--- config.mk ---
export PLATFORM = sky130hd
export DESIGN_NAME = msg_uart_tx
export DESIGN_NICKNAME = d
export VERILOG_FILES = /design/src/rtl/msg_uart_tx.sv
export SDC_FILE = /design/constraint.sdc
export NUM_CORES = 1
export LEC_CHECK = 0
export ABC_AREA = 1
export BUFFER_PORTS_ARGS = -buffer_cell sky130_fd_sc_hd__buf_4
export CORE_UTILIZATION = 52
export CTS_CLUSTER_DIAMETER = 100
export DETAILED_ROUTE_END_ITERATION = 7
export PLACE_DENSITY = 0.75
export SYNTH_ARGS = -nofsm -noshare
export SYNTH_HDL_FRONTEND = slang
export SYNTH_SLANG_ARGS = --single-unit
--- constraint.sdc ---
create_clock -name Clk -period 1.8 [get_ports Clk]
set_clock_uncertainty 0.2 [all_clocks]
set_input_delay 0.09 -clock Clk [delete_from_list [all_inputs] [get_ports Clk]]
set_output_delay 0.09 -clock Clk [all_outputs]
set_load 0.02 [all_outputs]
--- src/rtl/msg_uart_tx.sv ---
// Serial transmitter for a four-character message: sends msg as 8N1 bytes,
// leftmost character first, optionally followed by CR LF.
module msg_uart_tx #(
  parameter int CLKS_PER_BIT = 434,
  parameter int ADD_CRLF     = 1
) (
  input  logic        Clk,
  input  logic        reset,
  input  logic        start,
  input  logic [31:0] msg,
  output logic        tx,
  output logic        busy,
  output logic        done
);

  localparam int          NBYTES    = (ADD_CRLF != 0) ? 6 : 4;
  localparam logic [15:0] LAST_TICK = 16'(CLKS_PER_BIT - 1);
  localparam logic [2:0]  LAST_BYTE = 3'(NBYTES - 1);

  typedef enum logic [1:0] {
    IDLE,
    START_BIT,
    DATA_BITS,
    STOP_BIT
  } state_t;

  state_t      state, state_d;
  logic [15:0] timer, timer_d;
  logic [2:0]  bit_idx, bit_idx_d;
  logic [2:0]  byte_idx, byte_idx_d;
  logic [31:0] msg_q, msg_d;
  logic        tx_d, busy_d, done_d;

  logic [7:0]  cur_byte;
  logic [2:0]  bit_next;
  logic        bit_end;

  // Byte being framed; positions 4 and 5 only occur when CR LF is appended.
  always_comb begin
    case (byte_idx)
      3'd0:    cur_byte = msg_q[31:24];
      3'd1:    cur_byte = msg_q[23:16];
      3'd2:    cur_byte = msg_q[15:8];
      3'd3:    cur_byte = msg_q[7:0];
      3'd4:    cur_byte = 8'h0D;
      default: cur_byte = 8'h0A;
    endcase
  end

  assign bit_next = bit_idx + 3'd1;
  assign bit_end  = (timer == LAST_TICK);

  // Next-state logic. tx_d is the level for the cycle that follows the edge,
  // so tx itself comes straight from a flop.
  always_comb begin
    // NOTE: every output of this block gets a default first; any path that
    // left one unassigned would infer a latch.
    state_d    = state;
    timer_d    = timer;
    bit_idx_d  = bit_idx;
    byte_idx_d = byte_idx;
    msg_d      = msg_q;
    tx_d       = tx;
    busy_d     = busy;
    done_d     = 1'b0;

    unique case (state)
      IDLE: begin
        tx_d   = 1'b1;
        busy_d = 1'b0;
        if (start) begin
          state_d    = START_BIT;
          timer_d    = '0;
          byte_idx_d = '0;
          msg_d      = msg;
          tx_d       = 1'b0;
          busy_d     = 1'b1;
        end
      end

      START_BIT: begin
        if (bit_end) begin
          state_d   = DATA_BITS;
          timer_d   = '0;
          bit_idx_d = '0;
          tx_d      = cur_byte[0];
        end else begin
          timer_d = timer + 16'd1;
        end
      end

      DATA_BITS: begin
        if (bit_end) begin
          timer_d = '0;
          if (bit_idx == 3'd7) begin
            state_d = STOP_BIT;
            tx_d    = 1'b1;
          end else begin
            bit_idx_d = bit_next;
            tx_d      = cur_byte[bit_next];
          end
        end else begin
          timer_d = timer + 16'd1;
        end
      end

      STOP_BIT: begin
        if (bit_end) begin
          timer_d = '0;
          if (byte_idx == LAST_BYTE) begin
            state_d = IDLE;
            tx_d    = 1'b1;
            busy_d  = 1'b0;
            done_d  = 1'b1;
          end else begin
            // Next start bit follows the stop bit with no idle gap.
            state_d    = START_BIT;
            byte_idx_d = byte_idx + 3'd1;
            tx_d       = 1'b0;
          end
        end else begin
          timer_d = timer + 16'd1;
        end
      end

      default: state_d = IDLE;
    endcase
  end

  always_ff @(posedge Clk or negedge reset) begin
    if (!reset) begin
      state    <= IDLE;
      timer    <= '0;
      bit_idx  <= '0;
      byte_idx <= '0;
      msg_q    <= '0;
      tx       <= 1'b1;
      busy     <= 1'b0;
      done     <= 1'b0;
    end else begin
      // NOTE: non-blocking assignments so every flop samples pre-edge values.
      state    <= state_d;
      timer    <= timer_d;
      bit_idx  <= bit_idx_d;
      byte_idx <= byte_idx_d;
      msg_q    <= msg_d;
      tx       <= tx_d;
      busy     <= busy_d;
      done     <= done_d;
    end
  end

endmodule
==> summary.md <==
| Metric | Value |
|---|---|
| Critical-path maximum fanout | `5` |
| Cells after synthesis | `just over 400` |
| Syn_nets | `464` |
| Synthesized cell area | `0.003192 mm2` |
| Average cell area after synthesis | `7.691 um2` |
| Synth-to-layout area growth | `38.49%` |
| Die W | `80.35 um` |
| PwrDens | `576.9 mW/mm2` |
| I/O Buffers | `37` |
| Leakage | `between 2 and 2.5 nW` |
| Register area share after synthesis | `46.30%` |
| IO Pins | `38` |
| Reg2reg path depth | `13` |
| Num Clock Sinks | `just under 60` |
| Largest net degree at the start of global routing | `60` |
| Global-route wire length before repair | `13810 um` |
| Remaining DRCs | `0` |
| H-tree depth | `3` |
| Synth area leader | `dfrtp_1` |
| Final worst setup slack | `-95.28 ps` |
| Initial core utilization | `53.91%` |
| TNS Setup | `-124.4 ps` |
| Gr usage total | `28.24%` |
| Initial antenna violation count | `0` |
| Relative slew slack | `49.81%` |
| Cell with the most instances after synthesis | `nand2_1` |
| Die Span Y | `80.35 um` |
| Final instance area | `0.004420 mm2` |
| CTS Buf Count | `9` |
| DP Area | `0.003706 mm2` |
| Peak supply drop | `slightly below 0.5 mV` |
| Grt total ovfl | `0` |
| Violated checks | `negative setup slack` |
| Max-Cap Viols | `0` |
| Max Buffers Root-to-Sink | `2` |
| Multi-input gate area | `0.001649 mm2` |
| CTS tree | `done` |
| Required time of the critical path | `1870 ps` |
| Crit path launch type | `register` |
| Reg clk slew, reported paths | `70 ps` |
| RSZ-0062 raised after global routing | `yes` |
| Post-route ant nets | `0` |
| Number of synthesized flops with an enable pin | `0` |
| FF+latch area | `~0.0015 mm2` |
| Core ar. | `0.005921 mm2` |
| Synth cell types | `31` |
| Rows | `28` |
| Root buf cell | `clkbuf_8` |
| CP Capture Type | `register` |
| Final hold violations | `0` |
| Crit path kind | `reg2reg` |
| Synth top area share | `between 40 and 50%` |
| Asr flop ratio synth | `100.0%` |
| DRT Pass-1 Iters | `4` |
| Max-slew violations | `0` |
| Post-synth top flop | `dfrtp_1` |
| Vias in the first global route | `3129` |
| Diode count | `0` |
| Warnings from Yosys | `0` |
| Fillcell total | `456` |
| Worst min-delay path class | `in2async` |
| DPL Wire Length | `~5300 um` |
| Vias per std cell | `5.209` |
| Yosys reg bits | `59` |
| Initial DRC count | `154` |
| Crit path DAT | `1960 ps` |
| Die area | `0.006455 mm2` |
| Most frequent cells after synthesis | `nand2_1, dfrtp_1, inv_1` |
| Status | `finished, violations left` |
| Layout cells sized above 1 | `25.76%` |
| Tcrit/Tclk final | `105.3%` |
| Slew @ Worst Pin | `752.8 ps` |
| Peak Freq | `527.6 MHz` |
| Post-route minimum period | `1895 ps` |
| Synth top area cells | `dfrtp_1, nand2_1, ha_1` |
| WL final | `8103 um` |
| RePlAce Congestion | `0.8931` |
| WL/cell | `between 10 and 15 um` |
| Final setup vio count | `3` |
| Vias | `between 3000 and 4000` |
| Pre-CTS WS | `-93.70 ps` |
| Final nets | `568` |
| Clock latency on the worst-skew pair | `between 300 and 400 ps` |
## power breakdown
group          internal (mW)  leakage [nW]  total, mW  switching, mW
combinational         0.0938          1.39      0.144         0.0501
clock                  0.572        0.0905       1.08          0.508
sequential              1.33         0.782       1.33              0
## worst max-delay path: stages (launching register included)
cell,delay [ps]
dfrtp_2,440
buf_4,150
ha_4,160
buf_4,130
nand2_1,70
nor2_1,50
nor2_2,130
nand3b_1,100
nand3_1,70
nand3_1,70
nand3_1,70
nand2_1,60
nand2_1,70
nand2_1,50
## layer usage
| metal | vias to the layer above | share of wire [%] | GRT usage, % |
|---|---|---|---|
| li1 | 1532 | - | - |
| met1 | 1476 | 41 | 32.37 |
| met2 | 82 | 52 | 49.75 |
| met3 | 30 | 3.2 | 6.364 |
| met4 | 0 | 3.4 | 12.68 |
| met5 | - | 0 | 0 |
## cells by family (layout without fill, tap and decap cells)
| logic type | after synthesis | after routing | share of synthesized area, % |
|---|---|---|---|
| AO/OA/AOI/OAI | 45 | 45 | 7.801 |
| buffers and inverters | 52 | 161 | 6.429 |
| flip-flops | 59 | 59 | 46.30 |
| XOR/XNOR | 5 | 5 | 1.372 |
| AND/OR/NAND/NOR | 240 | 240 | 32.61 |
| adder cells (fa/ha/maj) | 14 | 14 | 5.488 |
## cell usage in the layout, fill, tap and decap left out, types with 3 or more instances in the layout
cell type and n:
nand4_1 5, dlygate4sd3_1 34, clkbuf_8 11, nor2_1 13
dfrtp_1 56, nor2_4 6, inv_1 32, nor2_2 7
buf_4 68, nand2_1 161, o22ai_1 5, nand2_2 5
ha_4 4, nand3_1 32, inv_2 7, o21ai_0 10
o21ai_1 13, o21ai_2 3, a21oi_1 8, nand3_2 4
xor2_1 4, clkbuf_1 3, ha_2 4, ha_1 6
## per-stage QoR
stage | cells | hold slack [ps] | util, % | power [mW]
2_1_floorplan | 415 | -405.6 | - | 1.351
3_3_place_gp | 542 | 0.1149 | 62.60 | 1.433
3_5_place_dp | 542 | 4.123 | 62.60 | 1.434
4_1_cts | 594 | 184.1 | 72.49 | 2.579
5_1_grt | 599 | 256.2 | 74.66 | 2.649
6_report | 599 | 174.8 | 74.66 | 2.550
## final cells by class
class / count / area share, %
multi-input combinational: 304 / 37.31
sequential: 59 / 33.48
timing repair buffer: 103 / 19.50
clock buffer: 14 / 3.680
inverter: 42 / 3.680
tap: 75 / 2.123
clock inverter: 2 / 0.2264
## flip-flops by register name, summed over array words and instances, names as in the netlist
name / count
tx: 1
state: 2
byte_idx: 3
msg_q: 32
busy: 1
bit_idx: 3
done: 1
timer: 16
## worst paths after layout
| check | to | start | slack, ps |
|---|---|---|---|
| hold / removal | timer[0]$_DFFE_PN0N_ | reset | 170 |
| setup / recovery | tx$_DFFE_PN1P_ | byte_idx[0]$_DFFE_PN0P_ | -100 |
| max in group asynchronous | byte_idx[0]$_DFFE_PN0P_ | reset | 680 |
| hold reg to reg | msg_q[10]$_DFFE_PN0P_ | msg_q[10]$_DFFE_PN0P_ | 280 |
| setup reg to reg | tx$_DFFE_PN1P_ | byte_idx[0]$_DFFE_PN0P_ | -100 |
| min in group Clk | msg_q[10]$_DFFE_PN0P_ | msg_q[10]$_DFFE_PN0P_ | 280 |
## what timing repair did
action,4_1_cts,5_1_grt
gates cloned,0,0
hold buffers,34,0
gates resized for setup,18,26
setup endpoints to repair,45,49
endpoints found under the hold margin,93,0
setup buffers,2,6
pin swaps,7,8
Note: power is estimated with default switching activity, not from simulation.
